**config.mk**
```make
export PLATFORM = sky130hd
export DESIGN_NAME = regfile_write_arbiter
export DESIGN_NICKNAME = d
export VERILOG_FILES = /design/src/rtl/wb_pkg.sv /design/src/rtl/wb_fifo.sv /design/src/rtl/regfile_write_arbiter.sv
export SDC_FILE = /design/constraint.sdc
export NUM_CORES = 1
export LEC_CHECK = 0
export ABC_AREA = 1
export ABC_CLOCK_PERIOD_IN_PS = 2820
export CAP_MARGIN = 5
export CORE_MARGIN = 5
export CORE_UTILIZATION = 27
export DETAILED_ROUTE_END_ITERATION = 12
export SETUP_SLACK_MARGIN = 0.5
export SLEW_MARGIN = 20
export SYNTH_ARGS = -nofsm -noshare
export SYNTH_HDL_FRONTEND = slang
export SYNTH_SLANG_ARGS = --single-unit
export TNS_END_PERCENT = 50
```
**constraint.sdc**
```tcl
create_clock -name clk -period 2.82 [get_ports clk]
set_clock_uncertainty 0.2 [all_clocks]
set_input_delay 0.423 -clock clk [delete_from_list [all_inputs] [get_ports clk]]
set_output_delay 0.423 -clock clk [all_outputs]
set_load 0.02 [all_outputs]
```
**src/rtl/wb_pkg.sv**
```systemverilog
`default_nettype none
// ============================================================================
//  Module      : wb_pkg
//  Description : Shared widths, the write-back entry record and the
//                source-select encoding for the register-file write arbiter.
//  Revision    : 1.0  initial release
// ============================================================================
package wb_pkg;

    localparam int DATA_W = 32;
    localparam int ADDR_W = 5;
    localparam int NREG   = 1 << ADDR_W;

    // One pending register-file write. The destination field is named rd
    // because "reg" is a reserved word.
    typedef struct packed {
        logic [ADDR_W-1:0] rd;
        logic [DATA_W-1:0] data;
    } wb_entry_t;

    // Which producer owns the write port in a given cycle.
    typedef enum logic [1:0] {
        SEL_NONE = 2'd0,
        SEL_ALU  = 2'd1,
        SEL_BUF  = 2'd2
    } sel_e;

endpackage
`default_nettype wire

```
**src/rtl/wb_fifo.sv**
```systemverilog
`default_nettype none
// ============================================================================
//  Module      : wb_fifo
//  Description : Small FIFO of write-back entries for the long-latency path.
//                Registered head, no bypass: a pushed entry becomes visible
//                at the head only after the push edge.
//  Revision    : 1.0  initial release
// ============================================================================
module wb_fifo
    import wb_pkg::*;
#(
    parameter  int BUF_DEPTH = 2,
    localparam int CNT_W     = $clog2(BUF_DEPTH + 1)
) (
    input  logic             clk,
    input  logic             rst,
    input  logic             i_push,
    input  wb_entry_t        i_push_entry,
    input  logic             i_pop,
    output wb_entry_t        o_head,
    output logic             o_full,
    output logic             o_empty,
    output logic [CNT_W-1:0] o_count
);

    localparam int PTR_W = (BUF_DEPTH > 1) ? $clog2(BUF_DEPTH) : 1;
    localparam logic [PTR_W-1:0] c_last_ptr = PTR_W'(BUF_DEPTH - 1);

    wb_entry_t          r_mem [BUF_DEPTH];
    logic [PTR_W-1:0]   r_wr_ptr;
    logic [PTR_W-1:0]   r_rd_ptr;
    logic [CNT_W-1:0]   r_count;
    logic               w_push;
    logic               w_pop;

    // Guard against overflow/underflow even if the caller misbehaves.
    assign w_push  = i_push && !o_full;
    assign w_pop   = i_pop && !o_empty;

    assign o_full  = (r_count == CNT_W'(BUF_DEPTH));
    assign o_empty = (r_count == '0);
    assign o_count = r_count;
    assign o_head  = r_mem[r_rd_ptr];

    // Entry storage; contents are don't-care until the count says otherwise.
    always_ff @(posedge clk) begin
        if (w_push) begin
            r_mem[r_wr_ptr] <= i_push_entry;
        end
    end

    // Pointer and occupancy tracking; pointers wrap for any depth.
    always_ff @(posedge clk or negedge rst) begin
        if (!rst) begin
            r_wr_ptr <= '0;
            r_rd_ptr <= '0;
            r_count  <= '0;
        end else begin
            if (w_push) begin
                r_wr_ptr <= (r_wr_ptr == c_last_ptr) ? '0 : r_wr_ptr + PTR_W'(1);
            end
            if (w_pop) begin
                r_rd_ptr <= (r_rd_ptr == c_last_ptr) ? '0 : r_rd_ptr + PTR_W'(1);
            end
            case ({w_push, w_pop})
                2'b10:   r_count <= r_count + CNT_W'(1);
                2'b01:   r_count <= r_count - CNT_W'(1);
                default: r_count <= r_count;
            endcase
        end
    end

endmodule
`default_nettype wire

```
**src/rtl/regfile_write_arbiter.sv**
```systemverilog
`default_nettype none
// ============================================================================
//  Module      : regfile_write_arbiter
//  Description : Arbitrates the single register-file write port between the
//                single-cycle ALU writeback and a buffered long-latency
//                (load / long-op) path, with starvation protection for the
//                buffer and a busy scoreboard of pending long-op destinations.
//  Revision    : 1.0  initial release
// ============================================================================
module regfile_write_arbiter #(
    parameter int DATA_W       = 32,
    parameter int ADDR_W       = 5,
    parameter int NREG         = 32,
    parameter int BUF_DEPTH    = 2,
    parameter int STARVE_LIMIT = 4
) (
    input  logic              clk,
    input  logic              rst,
    input  logic              alu_valid,
    output logic              alu_ready,
    input  logic [ADDR_W-1:0] alu_reg,
    input  logic [DATA_W-1:0] alu_data,
    input  logic              lsu_valid,
    output logic              lsu_ready,
    input  logic [ADDR_W-1:0] lsu_reg,
    input  logic [DATA_W-1:0] lsu_data,
    input  logic              issue_valid,
    input  logic [ADDR_W-1:0] issue_reg,
    output logic [NREG-1:0]   busy,
    output logic              RegWrite,
    output logic [ADDR_W-1:0] write_reg,
    output logic [DATA_W-1:0] write_data
);

    import wb_pkg::*;

    localparam int CNT_W = $clog2(BUF_DEPTH + 1);
    localparam int STV_W = $clog2(STARVE_LIMIT + 1);
    localparam logic [STV_W-1:0] c_starve_limit = STV_W'(STARVE_LIMIT);
    // Register 0 is hard-wired, so its busy bit can never be set.
    localparam logic [NREG-1:0]  c_busy_mask    = {{(NREG-1){1'b1}}, 1'b0};

    wb_entry_t          w_push_entry;
    wb_entry_t          w_head;
    logic               w_full;
    logic               w_empty;
    logic [CNT_W-1:0]   w_count;
    logic               w_push;
    logic               w_pop;
    logic               w_starved;
    sel_e               w_sel;
    logic [NREG-1:0]    w_busy_set;
    logic [NREG-1:0]    w_busy_clr;

    logic [STV_W-1:0]   r_starve;
    logic [NREG-1:0]    r_busy;
    logic               r_regwrite;
    logic [ADDR_W-1:0]  r_write_reg;
    logic [DATA_W-1:0]  r_write_data;

    assign w_push_entry = '{rd: lsu_reg, data: lsu_data};

    // A buffered entry that has waited long enough takes the port; the ALU
    // is held off for exactly that cycle.
    assign w_starved  = (w_count != '0) && (r_starve == c_starve_limit);
    assign alu_ready  = !w_starved;
    assign lsu_ready  = !w_full;
    assign w_push     = lsu_valid && lsu_ready;
    assign w_pop      = (w_sel == SEL_BUF);

    assign busy       = r_busy;
    assign RegWrite   = r_regwrite;
    assign write_reg  = r_write_reg;
    assign write_data = r_write_data;

    wb_fifo #(
        .BUF_DEPTH (BUF_DEPTH)
    ) u_fifo (
        .clk          (clk),
        .rst          (rst),
        .i_push       (w_push),
        .i_push_entry (w_push_entry),
        .i_pop        (w_pop),
        .o_head       (w_head),
        .o_full       (w_full),
        .o_empty      (w_empty),
        .o_count      (w_count)
    );

    // Port owner this cycle: accepted ALU first, otherwise the buffer head.
    always_comb begin
        w_sel = SEL_NONE;
        if (alu_valid && alu_ready) begin
            w_sel = SEL_ALU;
        end else if (!w_empty) begin
            w_sel = SEL_BUF;
        end
    end

    // Count cycles the buffer head is kept waiting behind the ALU.
    always_ff @(posedge clk or negedge rst) begin
        if (!rst) begin
            r_starve <= '0;
        end else if (w_pop || w_empty) begin
            r_starve <= '0;
        end else begin
            r_starve <= r_starve + STV_W'(1);
        end
    end

    // Register the chosen entry onto the write port; writes to register 0
    // are consumed but suppressed, and idle cycles hold address and data.
    always_ff @(posedge clk or negedge rst) begin
        if (!rst) begin
            r_regwrite   <= 1'b0;
            r_write_reg  <= '0;
            r_write_data <= '0;
        end else begin
            unique case (w_sel)
                SEL_ALU: begin
                    r_regwrite <= (alu_reg != '0);
                    if (alu_reg != '0) begin
                        r_write_reg  <= alu_reg;
                        r_write_data <= alu_data;
                    end
                end
                SEL_BUF: begin
                    r_regwrite <= (w_head.rd != '0);
                    if (w_head.rd != '0) begin
                        r_write_reg  <= w_head.rd;
                        r_write_data <= w_head.data;
                    end
                end
                default: r_regwrite <= 1'b0;
            endcase
        end
    end

    // Scoreboard set/clear requests for this edge.
    always_comb begin
        w_busy_set = '0;
        w_busy_clr = '0;
        if (issue_valid && (issue_reg != '0)) begin
            w_busy_set[issue_reg] = 1'b1;
        end
        if (w_pop && (w_head.rd != '0)) begin
            w_busy_clr[w_head.rd] = 1'b1;
        end
    end

    // Busy scoreboard: a new issue wins over a retiring entry to the same reg.
    always_ff @(posedge clk or negedge rst) begin
        if (!rst) begin
            r_busy <= '0;
        end else begin
            r_busy <= ((r_busy & ~w_busy_clr) | w_busy_set) & c_busy_mask;
        end
    end

endmodule
`default_nettype wire

```
==> flow_summary.json, run 1 <==
{
  "status": "finished clean",
  "syn-num-nets": 679,
  "timing.critical_path.fanout_max": 5,
  "final_nets": 837,
  "vias_per_cell": 4.43,
  "power-per-cell-area_mw_per_mm2": 1100,
  "layout.filler_cells": 2340,
  "cp.required_ns": 2.20,
  "postcts_setup_bufs": 0,
  "net-switching-power_w": 0.00359,
  "fin_cells": 1083,
  "grt.total_usage_pct": 13.4,
  "number_of_slew_limit_violations_in_the_final_report": 0,
  "leakage_nw": 3.52,
  "power_report.internal_total_w": 0.00616,
  "boundaryPins": 156,
  "max-slew-margin-rel_pct": 62.4,
  "worst_hold_path_type": "register to register",
  "report.final.setup_viol": 0,
  "floorplan.initialDensity_pct": 27.3,
  "synth.lib_cells_used.distinct": 29,
  "ys_async_sr_fraction_pct": 50.7,
  "buffers_added_on_ports": 154,
  "final_period_minus_worst_setup_slack_ns": 2.14,
  "finalWeightedCongestion": 0.782,
  "commonest_cells_after_routing_fill_and_taps_aside": "151 x sky130_fd_sc_hd__clkdlybuf4s50_1, 122 x sky130_fd_sc_hd__nand2_1, 92 x sky130_fd_sc_hd__o21ai_0",
  "netSwitchingFraction_pct": 36.9,
  "fp.dieW_um": 164,
  "mapped_avg_cell_area_sq_um": 10.8,
  "mostFrequentLayoutCell": "sky130_fd_sc_hd__clkdlybuf4s50_1",
  "pin_count_of_the_biggest_net_entering_global_routing": 43,
  "routed-via-count": 4803,
  "cts_tree": "yes",
  "first_global_vias": 4912,
  "clkSinkCount": 150,
  "core_area_sq_mm": 0.0234,
  "clock_tree.htree_level_count": 4,
  "placement_rows": 56,
  "finalInstanceArea_sq_mm": 0.00889,
  "clockRootBuffer": "sky130_fd_sc_hd__clkbuf_16",
  "synth_enable_flop_cells": 74,
  "fin_setup_tns_ns": 0,
  "layout-area-overhead-vs-synth_pct": 39.0,
  "criticalPathCategory": "register to output pin",
  "layout-drive-gt1-share_pct": 14.5,
  "grt_first_pass_wirelength_um": 27200,
  "ys.warnings.count": 0,
  "die-area_sq_mm": 0.0269,
  "maxCapViolCount": 0,
  "ff_latch_count_synth": 150,
  "hold_viol_final": 0,
  "power_share_of_the_combinational_group_pct": 40.1,
  "synth-seq-area-share_pct": 64.5,
  "dominantRegCellSynth": "sky130_fd_sc_hd__dfrtp_1",
  "area_taken_by_multi_input_logic_gates_sq_mm": 0.00199,
  "register_area_sq_mm": 0.00412,
  "regMostFlops": "u_fifo.r_mem",
  "synth_top_cell_by_area": "sky130_fd_sc_hd__edfxtp_1",
  "cells_taking_the_most_area_after_synthesis": "sky130_fd_sc_hd__edfxtp_1 35%, sky130_fd_sc_hd__dfrtp_1 30%, sky130_fd_sc_hd__nand2_1 7.2%, sky130_fd_sc_hd__o21ai_0 7.2%, sky130_fd_sc_hd__nand3_1 3.8%",
  "synth_cells": 592,
  "numCtsBuffers": 17,
  "timing_worst_slew_pin_value_ns": 0.564,
  "grt_antenna_before_repair": 0,
  "worstSetupStartpointType": "register",
  "routed_wire_length_per_instance_um": 16.3,
  "post-route-period-util_pct": 75.9,
  "worstSkewPairLatency_ns": 0.42,
  "die-height_um": 164,
  "peakVddDrop_mv": 0.391,
  "seq_power_share_pct": 35.9,
  "netlist.area_leader.share_pct": 34.7,
  "dp_cells": 1049,
  "drc_violations_left": 0,
  "postPlaceCellArea_sq_mm": 0.00825,
  "timing.critical_path.to_type": "output pin",
  "unrepaired_setup_endpoints_after_global_routing": "true",
  "first_iter_violations": 293,
  "clock_power_share_pct": 24.0,
  "achievable-frequency_ghz": 0.467,
  "total_power_after_layout_w": 0.00975,
  "hpwlAfterDp_um": 12500,
  "gr-total-overflow": 0,
  "dr.pass1.iters": 5,
  "worst-endpoint-arrival_ns": 1.52,
  "clk_transition_reported_paths_ns": 0.06,
  "largest_register_ffs": 74,
  "syn-cell-area_sq_mm": 0.00639,
  "drt_wl_total_um": 17600,
  "clock_tree.buffer_depth": 2,
  "number_of_nets_still_failing_antenna_checks_after_routing": 0
}
## logic make-up (layout without fill, tap and decap cells)
group,count (synthesis),count (layout),share of synthesized area [%]
AOI/OAI and AO/OA,134,134,11.0
and+or+nand+nor,249,249,18.6
xor gates and xnor gates,4,4,0.548
DFF,150,150,64.5
buffers and inverters,51,222,4.68
other,1,2,0.0586
adders and majority gates,3,3,0.587
## critical path: stages (launching register included)
cell,delay [ns]
sky130_fd_sc_hd__dfrtp_1,0.43
sky130_fd_sc_hd__nor2_2,0.19
sky130_fd_sc_hd__inv_1,0.08
sky130_fd_sc_hd__nand3_2,0.07
sky130_fd_sc_hd__dlygate4sd2_1,0.33
## final timing paths
kind,from,endpoint,slack (ns),cells after the start
worst max-delay path,u_fifo.o_count[0]$_DFFE_PN0P_,alu_ready,0.68,4
worst min-delay path,r_starve[0]$_DFF_PN0_,r_starve[0]$_DFF_PN0_,0.27,1
worst max register to register,r_starve[0]$_DFF_PN0_,busy[29]$_DFF_PN0_,0.70,7
worst min register to register,r_starve[0]$_DFF_PN0_,r_starve[0]$_DFF_PN0_,0.27,1
max in group asynchronous,rst,write_data[19]$_DFFE_PN0P_,1.47,3
min in group asynchronous,rst,busy[7]$_DFF_PN0_,0.34,2
## layout make-up
class	count	area share, %
antenna	1	0.0282
clock buffer	19	4.98
clock inverter	13	1.91
inverter	23	1.00
multi-input combinational	391	22.4
sequential	150	46.4
tap	319	4.49
timing repair buffer	167	18.8
## per-stage QoR
stage / hold slack (ns) / setup slack [ns] / util [%]
global placement: 0.249 / 0.482 / 35.3
finish: 0.268 / 0.680 / 38.0
detailed placement: 0.257 / 0.494 / 35.3
global route: 0.285 / 0.442 / 38.0
floorplan: -0.0726 / 0.470 / -
CTS: 0.271 / 0.419 / 37.9
## per-layer routing
| layer | track usage [%] | vias to the layer above | part of all wire, % |
|---|---|---|---|
| met5 | 0 | - | 0 |
| met4 | 5.11 | 0 | 2.3 |
| met3 | 3.46 | 23 | 4.9 |
| met2 | 22.0 | 116 | 50 |
| met1 | 16.9 | 2306 | 43 |
| li1 | - | 2358 | - |
## cell usage after synthesis, types with 5 or more instances
cell type and number:
sky130_fd_sc_hd__nand2_1 123, sky130_fd_sc_hd__o21ai_0 92, sky130_fd_sc_hd__dfrtp_1 76, sky130_fd_sc_hd__edfxtp_1 74, sky130_fd_sc_hd__nand3_1 48, sky130_fd_sc_hd__or2_2 33
sky130_fd_sc_hd__o21ai_1 31, sky130_fd_sc_hd__inv_1 20, sky130_fd_sc_hd__nand2_2 18, sky130_fd_sc_hd__buf_6 11, sky130_fd_sc_hd__nor2_1 11, sky130_fd_sc_hd__clkbuf_1 7
sky130_fd_sc_hd__o31ai_1 7, sky130_fd_sc_hd__nand4_1 6, sky130_fd_sc_hd__buf_2 5, sky130_fd_sc_hd__buf_4 5
## what timing repair did
action / CTS / global route
resized for setup: 1 / 4
hold buffers: 1 / 0
endpoints found under the hold margin: 37 / 0
endpoints found under the setup margin: 2 / 51
## power groups by stage
stage / sequential, W / clock [W] / combinational, W
3_5_place_dp: 0.00354 / 0 / 0.00399
6_report: 0.00350 / 0.00234 / 0.00391
5_1_grt: 0.00358 / 0.00250 / 0.00433
3_3_place_gp: 0.00354 / 0 / 0.00394
4_1_cts: 0.00351 / 0.00240 / 0.00400
2_1_floorplan: 0.00407 / 0 / 0.00169
Power figures use the tool's default switching activity.
==> run 2, diff against run 1 <==
- ABC_CLOCK_PERIOD_IN_PS: 2820 -> 2200
- clock period: 2.82 -> 2.2 ns (I/O delays scaled with it)
==> flow_summary.json, run 2 (synthesis gave the netlist of run 1 again) <==
{
  "die-area_sq_mm": 0.0269,
  "cp_num_buf_inv": 2,
  "peakVddDrop_mv": 0.531,
  "routed-via-count": 5294,
  "status": "finished clean",
  "placement_rows": 56,
  "clockRootBuffer": "sky130_fd_sc_hd__clkbuf_16",
  "final_nets": 901,
  "commonest_cells_after_routing_fill_and_taps_aside": "95 x sky130_fd_sc_hd__clkdlybuf4s50_1, 87 x sky130_fd_sc_hd__nand2_1, 74 x sky130_fd_sc_hd__dfrtp_1, 74 x sky130_fd_sc_hd__edfxtp_1, 46 x sky130_fd_sc_hd__o21ai_0",
  "pin_count_of_the_biggest_net_entering_global_routing": 36,
  "number_of_slew_limit_violations_in_the_final_report": 0,
  "floorplan.initialDensity_pct": 27.3,
  "numCtsBuffers": 17,
  "clk_transition_reported_paths_ns": 0.07,
  "clkSinkCount": 150,
  "worstSetupStartpointType": "register",
  "clock_tree.htree_level_count": 4,
  "hold_viol_final": 0,
  "boundaryPins": 156,
  "criticalPathCategory": "register to register",
  "grt_first_pass_wirelength_um": 32700,
  "finalWeightedCongestion": 0.806,
  "critical-path-slowest-cell": "sky130_fd_sc_hd__dfrtp_2",
  "dr.pass1.iters": 4,
  "maxCapViolCount": 0,
  "fin_setup_tns_ns": 0,
  "cp.required_ns": 2.31,
  "largest_register_ffs": 74,
  "routed_wire_length_per_instance_um": 19.5,
  "critical-path-max-stage-delay_ns": 0.47,
  "hpwlAfterDp_um": 12600,
  "mostFrequentLayoutCell": "sky130_fd_sc_hd__clkdlybuf4s50_1",
  "rrSetupSlack_ns": 0.21,
  "met3_usage_pct": 3.99,
  "vias_per_cell": 4.62,
  "core_area_sq_mm": 0.0234,
  "postPlaceCellArea_sq_mm": 0.00838,
  "worst_hold_path_type": "input port to asynchronous set/reset pin",
  "first_global_vias": 5571,
  "drc_violations_left": 0,
  "final_period_minus_worst_setup_slack_ns": 1.99,
  "report.final.setup_viol": 0,
  "regMostFlops": "u_fifo.r_mem",
  "clock_tree.buffer_depth": 2,
  "timing.critical_path.to_type": "register",
  "post-route-period-util_pct": 90.3,
  "drt_wl_total_um": 22400,
  "achievable-frequency_ghz": 0.503,
  "timing.critical_path.fanout_max": 7,
  "grt_antenna_before_repair": 3,
  "power-per-cell-area_mw_per_mm2": 1430,
  "globalRouteMet1Util_pct": 21.4,
  "crit-reg2reg-launch": "u_fifo.r_rd_ptr$_DFFE_PN0P_",
  "first_iter_violations": 347,
  "number_of_nets_still_failing_antenna_checks_after_routing": 0,
  "grt_use_met2_pct": 26.4,
  "unrepaired_setup_endpoints_after_global_routing": "true",
  "leakage_nw": 4.62,
  "r2r_worst_path_depth": 9,
  "critical_path.reg2reg.endpoint": "busy[31]$_DFF_PN0_",
  "grt.busiest_layer": "met2",
  "grt.total_usage_pct": 16.5,
  "worst-endpoint-arrival_ns": 2.10,
  "die-height_um": 164,
  "finalInstanceArea_sq_mm": 0.0105,
  "cts_tree": "yes",
  "crit_path_leading_delay_family": "simple AND/OR/NAND/NOR gates",
  "layout-area-overhead-vs-synth_pct": 64.9,
  "gr-total-overflow": 0,
  "fp.dieW_um": 164,
  "layout.filler_cells": 2167,
  "timing.critical_path.cells": "clkinv_4, nand2_4, nand2_4, buf_4, nand3_1, nor2_1, nand3_1, nand2_1, nand2_1",
  "worstSkewPairLatency_ns": 0.42,
  "layout-drive-gt1-share_pct": 32.0,
  "buffers_added_on_ports": 154
}
==> run 2: final cells by class <==
type                       instances  area, sq um  area share [%]
clock buffer                      19          443            4.20
antenna                            1         2.50          0.0237
multi-input combinational        392         2490            23.6
tap                              319          399            3.79
sequential                       150         4130            39.1
clock inverter                    13          204            1.93
timing repair buffer             230         2780            26.3
inverter                          23          105           0.997
==> run 2: worst register-to-register path, stage by stage, from the launching register on <==
cell	delay (ns)
sky130_fd_sc_hd__dfrtp_2	0.47
sky130_fd_sc_hd__clkinv_4	0.14
sky130_fd_sc_hd__nand2_4	0.07
sky130_fd_sc_hd__nand2_4	0.08
sky130_fd_sc_hd__buf_4	0.18
sky130_fd_sc_hd__nand3_1	0.24
sky130_fd_sc_hd__nor2_1	0.21
sky130_fd_sc_hd__nand3_1	0.15
sky130_fd_sc_hd__nand2_1	0.11
sky130_fd_sc_hd__nand2_1	0.05
==> run 2: worst max-delay path by stage <==
stage | cells after the start | end | start
6_report | 9 | busy[31]$_DFF_PN0_ | u_fifo.r_rd_ptr$_DFFE_PN0P_
2_1_floorplan | 8 | u_fifo.o_count[1]$_DFFE_PN0P_ | r_starve[0]$_DFF_PN0_
3_5_place_dp | 6 | u_fifo.o_count[1]$_DFFE_PN0P_ | alu_valid
4_1_cts | 1 | write_data[23] | write_data[23]$_DFFE_PN0P_
3_3_place_gp | 6 | u_fifo.o_count[1]$_DFFE_PN0P_ | alu_valid
5_1_grt | 9 | busy[31]$_DFF_PN0_ | u_fifo.r_rd_ptr$_DFFE_PN0P_
==> run 2: where the power goes <==
part	switching (W)	internal, W	total, W
Sequential	0.000520	0.00400	0.00452
Combinational	0.00394	0.00337	0.00731
Clock	0.00117	0.00204	0.00321
Total	0.00563	0.00941	0.0150
==> run 2: layer usage <==
| layer | wire, um | part of all wire (%) | up-vias |
|---|---|---|---|
| met3 | 1200 | 5.3 | 39 |
| met5 | 25 | 0.11 | - |
| li1 | - | - | 2492 |
| met1 | 9590 | 43 | 2611 |
| met2 | 10900 | 49 | 148 |
| met4 | 655 | 2.9 | 4 |
==> run 2: metrics by stage <==
| step | worst slack, ns | hold WS, ns | power (W) | cells | util (%) |
|---|---|---|---|---|---|
| after floorplan | 0.324 | -0.166 | 0.00741 | 592 | - |
| after global placement | 0.0396 | 0.139 | 0.00972 | 1058 | 35.8 |
| after detailed placement | 0.0650 | 0.134 | 0.00981 | 1058 | 35.8 |
| after CTS | 0.248 | 0.227 | 0.0145 | 1127 | 42.9 |
| after global routing | 0.146 | 0.255 | 0.0159 | 1147 | 45.1 |
| final | 0.213 | 0.222 | 0.0150 | 1147 | 45.1 |
==> run 2: what timing repair did <==
action	4_1_cts	5_1_grt
resized for setup	185	102
pin swaps	55	26
setup endpoints to repair	142	136
hold buffers	1	0
buffers inserted	21	15
gates cloned	15	4
endpoints found under the hold margin	27	0
==> edit 1 (settings of run 1) <==
The parameter `STARVE_LIMIT` goes from 4 to 8.
--- a/src/rtl/regfile_write_arbiter.sv
+++ b/src/rtl/regfile_write_arbiter.sv
@@ -14,3 +14,3 @@
     parameter int BUF_DEPTH    = 2,
-    parameter int STARVE_LIMIT = 4
+    parameter int STARVE_LIMIT = 8
 ) (
Check against the original RTL: not equivalent (a bounded check fails within 10 cycles, from zero or initial values and one cycle with rst low).
==> edit 1 against run 1 <==
Final area rose by 3.5%. Setup slack got worse by 0.091 ns. Core utilization is 0.055 points lower. Sequential cell count grew 1. Synthesized area increased by 3.8%. Power is 1.7% lower. Wire length rose by 4.1%. Hold slack better by 0.013 ns. Fmax decreased by 4.1%. Synthesized cell count up 21%. Critical path type unchanged. Largest power group unchanged.
==> edit 1: results (changes against run 1) <==
GRT:
- The total routing resource utilization after global routing is 13.3% (was 13.4%).
- The via count of the first global-routing pass is 5,125 (was 4,912).

Synth:
- The number of instances in the synthesized netlist is 717 (was 592).
- The register area share after synthesis is 62.5% (was 64.5%).
- Post-synth top cells: nand2_1, o21ai_0, dfrtp_1 (unchanged).
- The proportion of synthesized flip-flops having asynchronous set or reset is 51.0% (was 50.7%).
- The number of distinct library cells after synthesis is 28 (was 29).

Worst setup path:
- The worst stage delay on the critical path was 0.62 ns (was 0.43 ns).
- The worst-path cell with the longest stage delay is clkdlybuf4s50_1 (was dfrtp_1).
- The data arrival time at the worst-slack endpoint is 1.61 ns (was 1.52 ns).
- The end of the worst register-to-register path was u_fifo.o_count[1]$_DFFE_PN0P_ (was busy[29]$_DFF_PN0_).
- The critical path's top delay family is buffers and inverters (was flip-flops).

Finish:
- The share of final-layout standard cells stronger than drive strength 1 is 6.88% (was 14.5%).
- The antenna diode count is 0 (was 1).
- The number of nets in the finished design is 960 (was 837).
- The filler cell count is 2,415 (was 2,340).
- The number of standard cells in the final layout excluding fillers is 1,210 (was 1,083).

Outcome:
- Status: finished clean (unchanged).

Routing:
- The detailed-routing iteration count for the pre-antenna-repair pass is 4 (was 5).
- The total vias in the final route was 5,174 (was 4,803).

Timing:
- The transition time of the tightest slew-check pin is 0.579 ns (was 0.564 ns).

Placed design:
- The weighted congestion at the end of routability-driven global placement is 0.775 (was 0.782).
- The instance area after placement is 8580 um2 (was 8250 um2).

Pwr:
- The peak ir drop on the vdd network is 0.381 mV (was 0.391 mV).
- The leakage power figure is 4.04 nW (was 3.52 nW).
==> edit 1: changes by cell type after synthesis, moves of 12 or more <==
cell,before,now
inv_1,20,71
o21ai_1,31,2
nand2_1,123,271
or2_2,33,0
nor2_1,11,23
nand2_2,18,2
o21ai_0,92,79
==> edit 1: power breakdown <==
part	internal, mW	total, mW	switching, mW
sequential	3.12	3.48	0.363
clock	1.32	2.23	0.907
combinational	1.56	3.88	2.33
==> edit 1: through the flow <==
step | setup WS [ns] | hold slack [ns] | utilization [%] | power (mW)
after floorplan | 0.444 | -0.0726 | - | 5.65
after global placement | 0.528 | 0.257 | 35.4 | 7.42
after global routing | 0.510 | 0.306 | 37.9 | 10.2
after detailed placement | 0.504 | 0.264 | 35.4 | 7.47
final | 0.589 | 0.281 | 37.9 | 9.59
after CTS | 0.557 | 0.288 | 37.9 | 9.74
==> edit 1: cells by family (layout without fill, tap and decap cells) <==
group                    Yosys count  count (layout)  synth area share, %
adder cells (fa/ha/maj)            3               3                0.565
AO/OA/AOI/OAI                     85              85                 6.56
XOR/XNOR                           5               5                0.660
AND/OR/NAND/NOR                  367             367                 22.8
buffers and inverters            105             274                 6.90
other                              1               1               0.0565
flip-flops                       151             151                 62.5
==> edit 1: how the worst max path moves through the flow <==
stage / start / endpoint / cells past startpoint
floorplan: u_fifo.o_count[0]$_DFFE_PN0P_ / u_fifo.r_mem[1][0]$_DFFE_PP_ / 4
global placement: alu_reg[2] / write_data[20]$_DFFE_PN0P_ / 7
detailed placement: alu_reg[2] / write_data[7]$_DFFE_PN0P_ / 7
CTS: u_fifo.o_count[0]$_DFFE_PN0P_ / lsu_ready / 3
global route: r_starve[0]$_DFF_PN0_ / busy[18]$_DFF_PN0_ / 7
finish: u_fifo.o_count[0]$_DFFE_PN0P_ / lsu_ready / 3
==> edit 1: area by class of cell <==
class                           instances  area share [%]
Clock buffer                           23            5.66
Tap cell                              324            4.41
Timing Repair Buffer                  168            18.5
Sequential cell                       151            45.1
Clock inverter                          9           0.844
Multi-Input combinational cell        461            22.4
Inverter                               74            3.02
==> edit 1: per-layer routing <==
metal / vias up / wire length, um
li1: 2628 / -
met1: 2423 / 7900
met2: 109 / 9330
met3: 12 / 926
met4: 2 / 140
met5: - / 20
==> edit 1: what timing repair did <==
action,in CTS,in global routing
hold endpoints to repair,37,0
cloned,0,0
gates resized for setup,1,2
setup endpoints to repair,1,16
hold buffers,1,0
pin swaps,0,0
==> edit 2 (settings of run 1) <==
Made on the original files. Make the reset (`rst`) synchronous in 4 clocked blocks.
--- a/src/rtl/wb_fifo.sv
+++ b/src/rtl/wb_fifo.sv
@@ -52,3 +52,3 @@
     // Pointer and occupancy tracking; pointers wrap for any depth.
-    always_ff @(posedge clk or negedge rst) begin
+    always_ff @(posedge clk) begin
         if (!rst) begin
--- a/src/rtl/regfile_write_arbiter.sv
+++ b/src/rtl/regfile_write_arbiter.sv
@@ -100,3 +100,3 @@
     // Count cycles the buffer head is kept waiting behind the ALU.
-    always_ff @(posedge clk or negedge rst) begin
+    always_ff @(posedge clk) begin
         if (!rst) begin
@@ -112,3 +112,3 @@
     // are consumed but suppressed, and idle cycles hold address and data.
-    always_ff @(posedge clk or negedge rst) begin
+    always_ff @(posedge clk) begin
         if (!rst) begin
@@ -151,3 +151,3 @@
     // Busy scoreboard: a new issue wins over a retiring entry to the same reg.
-    always_ff @(posedge clk or negedge rst) begin
+    always_ff @(posedge clk) begin
         if (!rst) begin
Function: differs if rst is asserted again (counterexample within 4 cycles, from zero or initial values and one cycle with rst low); with rst held inactive, the same outputs for 4 cycles.
==> edit 2 against run 1 <==
Synthesized area up 6.0%. Non-clock buffer count unchanged. Fmax down 3.6%. Highest routed layer unchanged. Wire length up 13%. Count of clock-buffer cells in the layout up 2. Setup slack worse by 0.079 ns. Final area up 4.6%. Synthesized cell count up 42%. Sequential cell count up 1. Global-route usage up 0.33 points.
Power is not compared: it rests on default switching activity, and its combinational part moved more than twofold at a synthesized area within 25%.
==> edit 2: results (changes against run 1) <==
Outcome:
- Status: finished clean (unchanged).

Worst setup path:
- The data arrival time at the worst-slack endpoint is 1.60 ns (was 1.52 ns).
- The worst reg2reg path depth came to 9 (was 7).
- The worst stage delay on the critical path came to 0.62 ns (was 0.43 ns).
- The maximum fanout along the worst path is 5 (unchanged).
- The worst-path cell with the longest stage delay is clkdlybuf4s50_1 (was dfrtp_1).
- The critical path's top delay family is buffers and inverters (was flip-flops).
- The register-to-register path setup slack was 0.70 ns (about the same).

Worst hold path:
- The path class of the lowest-slack min-delay path is flip-flop to flip-flop (unchanged).
- The worst hold path stage count is 1 (unchanged).

Finish:
- The number of nets in the finished design came to 1,067 (was 837).
- The register bank with the most flops is u_fifo.r_mem (unchanged).
- The share of final-layout standard cells stronger than drive strength 1 came to 5.64% (was 14.5%).
- The filler cell count came to 2,564 (was 2,340).
- The number of standard cells in the final layout excluding fillers is 1,325 (was 1,083).

Synth:
- The flip-flop cell with the highest count after synthesis was dfxtp_1 (was dfrtp_1).
- The number of nets produced by synthesis is 928 (was 679).
- Post-synth top cells: nand2_1, inv_1, nand3_1 (was nand2_1, o21ai_0, dfrtp_1).
- The count of yosys warnings during synthesis came to 0 (unchanged).
- The register area share after synthesis is 55.5% (was 64.5%).
- The proportion of synthesized flip-flops having asynchronous set or reset is 0% (was 50.7%).
- The number of distinct library cells after synthesis is 25 (was 29).
- The number of enable flip-flop cells after synthesis is 74 (unchanged).
- Largest cells by area after synthesis: edfxtp_1, dfxtp_1, nand2_1 (was edfxtp_1, dfrtp_1, nand2_1).
- The mean post-synth cell area is 8.06 um2 (was 10.8 um2).

CTS:
- The TritonCTS buffer count was 17 (unchanged).
- The clock-pin slew on the worst setup and hold paths is 0.06 ns (about the same).
- The buffer levels on the longest clock path is 2 (unchanged).
- The count of H-tree levels built during CTS came to 4 (unchanged).
- The clock latency on the worst-skew pair is 0.42 ns (about the same).

Routing:
- The total vias in the final route is 5,718 (was 4,803).
- The DRC marker count from the first detailed-route iteration is 338 (was 293).
- The detailed-routing iteration count for the pre-antenna-repair pass is 4 (was 5).
- The wire length reported by the detailed router is 20,000 um (was 17,600 um).

GRT:
- The initial antenna violation count is 1 (was 0).
- The largest net degree at the start of global routing came to 76 (was 43).
- The wire length of the first global-routing pass came to 30,300 um (was 27,200 um).
- The total routing resource utilization after global routing came to 13.7% (was 13.4%).
- The via count of the first global-routing pass was 5,440 (was 4,912).

Pwr:
- The leakage power figure is between 3 and 4 nW.
- Across the VDD grid, the largest voltage drop is 0.341 mV.

Timing:
- The transition time of the tightest slew-check pin is 0.763 ns (was 0.564 ns).

Run:
- The number of maximum-capacitance violations is 0 (unchanged).

Placed design:
- The sum of net half-perimeters after detailed placement is 13,800 um (was 12,500 um).
- The port buffer count is 154 (unchanged).
- The instance area after placement is 8650 um2 (was 8250 um2).
- The weighted congestion at the end of routability-driven global placement is 0.789 (was 0.782).
[edit 2: cell count changes in the layout (fill, tap and decap cells not counted), moves of 30 or more]
cell,change
a21oi_1,+72
dfrtp_1,-76
dfxtp_1,+76
inv_1,+79
nand2_1,+126
nand3_1,+30
nor2_1,+57
o21ai_0,-41
o21ai_1,-31
or2_2,-33
[edit 2: final timing paths]
check	endpoint	startpoint
worst max-delay path	lsu_ready	u_fifo.o_count[0]$_SDFFE_PN0P_
worst max register to register	write_data[28]$_SDFFE_PN0P_	r_starve[0]$_SDFF_PP0_
worst min-delay path	r_starve[0]$_SDFF_PP0_	r_starve[0]$_SDFF_PP0_
worst min register to register	r_starve[0]$_SDFF_PP0_	r_starve[0]$_SDFF_PP0_
[edit 2: stage by stage]
step                      setup WS [ns]  hold WS (ns)  utilization [%]
final                             0.600         0.245             37.2
after global routing              0.487         0.258             37.2
after CTS                         0.538         0.245             37.1
after detailed placement          0.493         0.237             34.6
after global placement            0.489         0.235             34.6
after floorplan                   0.457         0.217                -
[edit 2: cell type report]
type / count / area share [%]
inverters: 101 / 4.08
diodes: 2 / 0.0538
flip-flops and latches: 151 / 40.5
clock buffers: 21 / 4.74
clock inverters: 11 / 1.87
well taps: 330 / 4.44
multi-input cells: 542 / 25.9
repair buffers: 167 / 18.4
[edit 2: what timing repair did]
action | 4_1_cts | 5_1_grt
buffers inserted | 0 | 0
resized for setup | 1 | 2
gates cloned | 0 | 1
endpoints found under the hold margin | 0 | 0
setup endpoints to repair | 1 | 41
[edit 2: cell families (layout without fill, tap and decap cells)]
logic type / after synthesis / after routing / share of synthesized area [%]
XOR/XNOR: 1 / 1 / 0.129
AND/OR/NAND/NOR: 410 / 410 / 24.7
buffers and inverters: 148 / 300 / 9.45
other: 1 / 3 / 0.0553
adder cells (fa/ha/maj): 3 / 3 / 0.554
AO/OA/AOI/OAI: 127 / 127 / 9.53
flip-flops: 151 / 151 / 55.5
[edit 2: worst reg2reg max path, stage by stage (launching register included)]
cell and delay [ns]:
dfxtp_1 0.32, inv_1 0.06, ha_1 0.16, nand2_1 0.09
a21boi_4 0.22, buf_12 0.25, nand2_2 0.18, clkbuf_16 0.25
a21oi_1 0.22, nor2_1 0.07
[edit 2: per-layer routing]
| metal | routed length (um) | global-route usage (%) | part of all wire [%] |
|---|---|---|---|
| met4 | 375 | 4.76 | 1.9 |
| met3 | 835 | 3.17 | 4.2 |
| met2 | 9910 | 23.3 | 50 |
| met5 | 0 | 0 | 0 |
| met1 | 8860 | 17.1 | 44 |
[edit 2: report_power, final]
group | switching [mW] | leakage, nW | internal (mW)
logic | 1.11 | 2.11 | 0.659
registers | 0.110 | 1.32 | 2.57
clock network | 0.904 | 0.300 | 1.49
total | 2.12 | 3.73 | 4.71
